--- config.mk ---
export PLATFORM = sky130hd
export DESIGN_NAME = store_write_unit
export DESIGN_NICKNAME = d
export VERILOG_FILES = /design/src/rtl/store_write_unit.sv
export SDC_FILE = /design/constraint.sdc
export NUM_CORES = 1
export LEC_CHECK = 0
export BUFFER_PORTS_ARGS = -buffer_cell sky130_fd_sc_hd__buf_4
export CAP_MARGIN = 20
export CORE_MARGIN = 2
export CORE_UTILIZATION = 34
export DETAILED_ROUTE_END_ITERATION = 10
export HOLD_SLACK_MARGIN = 0.02
export PLACE_DENSITY = 0.57
export RECOVER_POWER = 50
export SLEW_MARGIN = 20
export SYNTH_ARGS = -nofsm -noshare
export SYNTH_HDL_FRONTEND = slang
export SYNTH_SLANG_ARGS = --single-unit
--- constraint.sdc ---
create_clock -name clk -period 21.6 [get_ports clk]
set_input_delay 3.24 -clock clk [delete_from_list [all_inputs] [get_ports clk]]
set_output_delay 3.24 -clock clk [all_outputs]
set_load 0.01 [all_outputs]
--- src/rtl/store_write_unit.sv ---
// store_write_unit: store-commit sink; SRAM write buffer plus ordered MMIO req/ack path (STORE_MERGE_EN enables tail-entry merging)
module store_write_unit #(
  parameter int DEPTH = 4,
  parameter logic [7:0] IO_PREFIX = 8'hff
) (
  input  logic        clk,
  input  logic        rst_n,
  input  logic        IN_stValid,
  input  logic [31:0] IN_stAddr,
  input  logic [31:0] IN_stData,
  input  logic [3:0]  IN_stMask,
  output logic        OUT_disable,
  output logic        OUT_IO_busy,
  output logic        OUT_memWrEn,
  output logic [29:0] OUT_memAddr,
  output logic [31:0] OUT_memData,
  output logic [3:0]  OUT_memMask,
  input  logic        IN_memStall,
  output logic        OUT_ioReq,
  output logic [31:0] OUT_ioAddr,
  output logic [31:0] OUT_ioData,
  output logic [3:0]  OUT_ioMask,
  input  logic        IN_ioAck
);
  localparam int AW = $clog2(DEPTH);
  typedef enum logic [1:0] {IDLE, DRAIN, REQ} state_t;
  state_t state, state_nxt;
  logic [29:0] buf_addr [DEPTH];
  logic [31:0] buf_data [DEPTH];
  logic [3:0]  buf_mask [DEPTH];
  logic [AW-1:0] rd_ptr, wr_ptr;
  logic [AW:0] count;
  logic [29:0] io_addr;
  logic is_io, merge_hit, accept, push, pop;
  logic unused_addr_lsb;
  assign unused_addr_lsb = ^IN_stAddr[1:0];
  assign is_io = IN_stAddr[31:24] == IO_PREFIX;
`ifdef STORE_MERGE_EN
  logic [AW-1:0] tail;
  assign tail = wr_ptr - AW'(1);
  assign merge_hit = !is_io && count != 0 && buf_addr[tail] == IN_stAddr[31:2] && !(count == 1 && OUT_memWrEn);
`else
  assign merge_hit = 1'b0;
`endif
  assign OUT_disable = rst_n && IN_stValid && (is_io ? state != IDLE : (count == (AW+1)'(DEPTH) && !merge_hit));
  assign accept = IN_stValid && !OUT_disable;
  assign push = accept && !is_io && !merge_hit;
  assign pop = OUT_memWrEn;
  assign OUT_memWrEn = count != 0 && !IN_memStall;
  assign OUT_memAddr = buf_addr[rd_ptr];
  assign OUT_memData = buf_data[rd_ptr];
  assign OUT_memMask = buf_mask[rd_ptr];
  assign OUT_ioReq = state == REQ;
  assign OUT_ioAddr = {io_addr, 2'b00};
  always_ff @(posedge clk) begin
    if (!rst_n) begin
      rd_ptr <= '0;
      wr_ptr <= '0;
      count <= '0;
    end else begin
      rd_ptr <= rd_ptr + AW'(pop);
      wr_ptr <= wr_ptr + AW'(push);
      count <= count + (AW+1)'(push) - (AW+1)'(pop);
    end
  end
  always_ff @(posedge clk) begin
    if (push) begin
      buf_addr[wr_ptr] <= IN_stAddr[31:2];
      buf_data[wr_ptr] <= IN_stData;
      buf_mask[wr_ptr] <= IN_stMask;
    end
`ifdef STORE_MERGE_EN
    if (accept && merge_hit) begin
      for (int b = 0; b < 4; b++)
        if (IN_stMask[b]) buf_data[tail][8*b +: 8] <= IN_stData[8*b +: 8];
      buf_mask[tail] <= buf_mask[tail] | IN_stMask;
    end
`endif
  end
  // MMIO waits in DRAIN until every older SRAM store has left the buffer
  always_comb begin
    state_nxt = state;
    if (state == IDLE && accept && is_io) state_nxt = DRAIN;
    if (state == DRAIN && count == 0) state_nxt = REQ;
    if (state == REQ && IN_ioAck) state_nxt = IDLE;
  end
  always_ff @(posedge clk) begin
    if (!rst_n) begin
      state <= IDLE;
      OUT_IO_busy <= 1'b0;
      io_addr <= '0;
      OUT_ioData <= '0;
      OUT_ioMask <= '0;
    end else begin
      state <= state_nxt;
      OUT_IO_busy <= state_nxt != IDLE;
      if (state == IDLE && accept && is_io) begin
        io_addr <= IN_stAddr[31:2];
        OUT_ioData <= IN_stData;
        OUT_ioMask <= IN_stMask;
      end
    end
  end
endmodule

* Word-level counts from Yosys, hierarchy flattened
Memory sizes are Yosys's and may differ from the RTL's. A register that Yosys moved wholly into a read port is not among the register bits.
Cells that the tools add are included.
W data, S select, Z words.
** Word-level totals
- Flip-flop bits (word level) :: 76
- Memory bits (writable) :: 264
- Output and inout bits :: 138
- Memories kept :: 3
** Operators by class
- Add/sub/neg operators :: 4
- Equality and inequality tests :: 4
- Muxes and demuxes :: 9
- Reduce and logical (&&, ||, !) cells :: 17
** Memories
- buf_data :: words 4, bits a word 32, rd ports 1, clocked after Yosys merged registers in 1, write ports 1, RTL line 29 : logic [31:0] buf_data [DEPTH];
- buf_addr :: words 4, bits a word 30, rd ports 1, clocked after Yosys merged registers in 1, write ports 1, RTL line 28 : logic [29:0] buf_addr [DEPTH];
- buf_mask :: words 4, bits a word 4, rd ports 1, clocked after Yosys merged registers in 1, write ports 1, RTL line 30 : logic [3:0] buf_mask [DEPTH];
** Operators with widths (number)
- $mux W2 :: 6
- $logic_and A1 B1 Y1 :: 9
- $eq A8 B8 Y1 const B :: 1
- $add A2 B1 Y2 :: 2
- $reduce_bool A2 Y1 :: 2
- $add A3 B1 Y3 :: 1
- $eq A3 B3 Y1 const B :: 1
- $logic_not A1 Y1 :: 3
- $logic_not A3 Y1 :: 1
- $mux W1 :: 3
- $reduce_bool A3 Y1 :: 1
- $sub A3 B1 Y3 :: 1
- $eq A2 B1 Y1 const B :: 1
- $eq A2 B2 Y1 const B :: 1
- $logic_not A2 Y1 :: 1

* Longest topological paths before layout
- Depth in word-level cells :: 11
- Depth in mapped cells :: 10
- Mapped depth without buffers :: 9

* Least setup slack after synthesis
OpenSTA, ideal clock, no wires.
- Path type :: in2reg
- Start :: input port rst_n
- End :: memory buf_addr[1][0], enable pin
- Setup time :: 0.585 ns
- Arrival :: 8.553 ns
- Slack :: 12.462 ns
- Stages on the path :: 4
- Cells stage by stage :: buf_2 nand4bb_1 o211ai_1 nor3b_1
** Between the ends
- Cells in the longest elaborated chain, start to end :: 7
** RTL lines
- from (decl) :: RTL line 7 : input logic rst_n,
- $logic_and A1 B1 Y1 (2 in series) :: RTL line 45 : assign OUT_disable = rst_n && IN_stValid && (is_io ? state != IDLE : (count == (AW+1)'(DEPTH) && !merge_hit));
- $logic_not A1 Y1 :: RTL line 46 : assign accept = IN_stValid && !OUT_disable;
- $logic_and A1 B1 Y1 :: RTL line 46
- $logic_and A1 B1 Y1 :: RTL line 47 : assign push = accept && !is_io && !merge_hit;
- $mux W1 :: RTL line 67 : if (push) begin
- $mux W1 (not written as such) :: RTL line 68 : buf_addr[wr_ptr] <= IN_stAddr[31:2];
- to (decl) :: RTL line 28
Every way passes these cells.

* Worst setup path after layout
- Start :: input port rst_n
- End :: output port OUT_disable
** Between the ends
- Cells in the longest elaborated chain, start to end :: 2
** RTL lines
- $logic_and A1 B1 Y1 (2 in series) :: RTL line 45
- to (decl) :: RTL line 12 : output logic OUT_disable,
Every way passes these cells.

==> out/metrics.csv <==
metric,value,unit
status,"complete, but fails checks",
violations,"capacitance limit, slew limit",
place.detailed.hpwl,15.9,mm
mean_post_synth_cell_area,18.7,um2
grtUsageTotal,0.136,
worst_hold_slack,454,ps
cts-htree-levels,2,
numCtsBuffers,38,
arrival_time_reported_for_the_critical_path_endpoint,5490,ps
netlist_area,12600,um2
grt_overflow,0,
synth_top_area_share,0.630,
wirelength,26.1,mm
gpl.final_weighted_congestion,0.654,
route.antenna.remaining_nets,0,
rr_startpoint,count[1],
layout-drive-gt1-share,0.229,
n_fill_cell,3359,
route.vias.total,6543,
wl_per_cell,18.7,um
vdd_drop_max,55.4,uV
antenna_cells,0,
final.period_utilization,0.404,
r2r-end,count[2],
worstSetupPathType,input pin to output pin,
most_frequently_used_cell_type_in_the_post_synthesis_netlist,sky130_fd_sc_hd__edfxtp_1,
timing.max_slew.rel_slack,-1.26,
grt_pass1_vias,6755,
grt_antenna_before_repair,0,
detail_route.drc_violations,0,
final-max-slew-violation-count,139,
rsz_0062_raised_after_global_routing,no,
end_kind,output pin,
asyncSetResetFlopFracSynth,0,
worst_hold_path_depth,2,
pre_cts_slack,14120,ps
die-area,38600,um2
p_per_area,111,nW/um2
num_rows,70,
design.final.nets,974,
final-setup-viol-count,0,
ys_dominant_reg_cell,sky130_fd_sc_hd__edfxtp_1,
vertical_extent_of_the_die,196,um
wire_length_of_the_first_global_routing_pass,39.9,mm
drt_first_iter_violations,299,
postCtsResizedCells,0,
initial_core_util,0.345,
post_cts.repair.setup_buffers,0,
hold_viol,0,
hold_path_startpoint,io_addr[10],
crit_path_start,rst_n,
clock_root_buffer,sky130_fd_sc_hd__clkbuf_16,
setup_total_negative_slack,0,ps
synth_seq_area_share,0.751,
yosys_register_bits,340,
worst-path-max-fanout,61,
regToRegSetupSlack,19190,ps
leakagePower,5.07,nW
floorplan.core_area,36500,um2
worstHoldPathType,flip-flop to flip-flop,
required,18360,ps
synth.top_cells.by_area,"sky130_fd_sc_hd__edfxtp_1 63%, sky130_fd_sc_hd__dfxtp_1 12%, sky130_fd_sc_hd__mux4_2 12%",
min_period,8730,ps
die_width,196,um
clock-skew-final,13.0,ps
finalWorstSetupSlack,12870,ps
layout-area-overhead-vs-synth,22.2,%
placed_area,14600,um2
pin_count,211,
clkTransAtPathRegs,50,ps
start_kind,input pin,
syn-instance-count,674,
yosys.area.top_type,sky130_fd_sc_hd__edfxtp_1,
port-buffer-count,206,
cts_hold_buf,0,
cts_tree,built,
vias_per_cell,4.69,
grt_start_max_net_pins,77,
yosysUniqueCellTypes,34,
synth_top_cells_by_count,"264 x sky130_fd_sc_hd__edfxtp_1, 118 x sky130_fd_sc_hd__nand2_1, 76 x sky130_fd_sc_hd__dfxtp_1",
yosysWarnings,0,
maxClockFrequency,115,MHz
clk_latency,520,ps
synth-edff-count,264,
postLayoutCellArea,15400,um2
tightestPinTransition,3390,ps
worst-r2r-cell-count,9,
min_to,io_addr[10],
drt_pre_antenna_iters,4,
clock_path_buffers,3,
maxCapViolCount,2,
cts.sink_count,340,
-- state kept, by name (all words and copies together), names as in the netlist --
| signal | flops |
|---|---|
| OUT_IO_busy | 1 |
| OUT_ioData | 32 |
| OUT_ioMask | 4 |
| buf_addr | 120 |
| buf_data | 128 |
| buf_mask | 16 |
| count | 3 |
| io_addr | 30 |
| rd_ptr | 2 |
| state | 2 |
| wr_ptr | 2 |
-- cell usage in the layout, fill, tap and decap left out, types with 3 or more instances in the layout --
master                      count
sky130_fd_sc_hd__clkbuf_16     41
sky130_fd_sc_hd__edfxtp_1     264
sky130_fd_sc_hd__dfxtp_1       74
sky130_fd_sc_hd__mux2i_1       58
sky130_fd_sc_hd__inv_1          4
sky130_fd_sc_hd__clkinv_1       7
sky130_fd_sc_hd__bufinv_16      3
sky130_fd_sc_hd__buf_4         84
sky130_fd_sc_hd__clkbuf_1     145
sky130_fd_sc_hd__clkbuf_8       3
sky130_fd_sc_hd__o21a_1         9
sky130_fd_sc_hd__mux4_2        66
sky130_fd_sc_hd__nor2_1         3
sky130_fd_sc_hd__ha_1           4
sky130_fd_sc_hd__and2_1         6
sky130_fd_sc_hd__clkinv_2       5
sky130_fd_sc_hd__o211a_1        3
sky130_fd_sc_hd__nand2_1      118
-- area by class of cell --
type                       count  area [um2]  area share
inverter                       5        18.8     0.00122
multi-input combinational    292        2930       0.191
sequential                   340        9460       0.615
clock inverter                16         149     0.00968
tap                          468         586      0.0381
timing repair buffer         219        1140      0.0739
clock buffer                  54        1100      0.0718
-- metal layers --
metal | global-route usage | share of wire | up-vias
met5 | 0 | 0 | -
met4 | 0.0362 | 0.015 | 0
met3 | 0.0414 | 0.065 | 26
met2 | 0.228 | 0.49 | 156
met1 | 0.170 | 0.43 | 3331
li1 | - | - | 3030
-- stage by stage --
stage | power, mW | util | std cells
final | 1.72 | 0.421 | 1394
after global routing | 1.80 | 0.421 | 1394
after CTS | 1.76 | 0.435 | 1394
after detailed placement | 1.11 | 0.401 | 1324
after global placement | 1.11 | 0.401 | 1324
after floorplan | 0.968 | - | 675
-- critical path, stage by stage --
cell and delay [ps]:
sky130_fd_sc_hd__clkbuf_1 1750, sky130_fd_sc_hd__o211a_1 350, sky130_fd_sc_hd__buf_4 130
-- power breakdown --
part / leakage, nW / total [mW] / switching (mW) / internal, mW
clock network: 0.612 / 0.637 / 0.245 / 0.392
registers: 3.04 / 0.779 / 0.0265 / 0.753
logic: 1.43 / 0.299 / 0.144 / 0.155
-- how the worst max path moves through the flow --
stage               slack [ps]  depth (start not counted)             end
CTS                      14110                          5     OUT_disable
floorplan                12460                          4  buf_addr[1][0]
detailed placement       14120                          5     OUT_disable
global route             12540                          3     OUT_disable
global placement         14120                          5     OUT_disable
finish                   12870                          3     OUT_disable
-- kinds of logic after synthesis --
kind of cell    Yosys count  share of synthesized area
compound gates           16                    0.00994
xor+xnor                  4                    0.00278
fa+ha+maj                 5                    0.00557
buf+inv                  43                     0.0186
flops                   340                      0.751
mux                     124                      0.164
other cells               1                   0.000298
simple gates            141                     0.0481
Note: power is estimated with default switching activity, not from simulation.
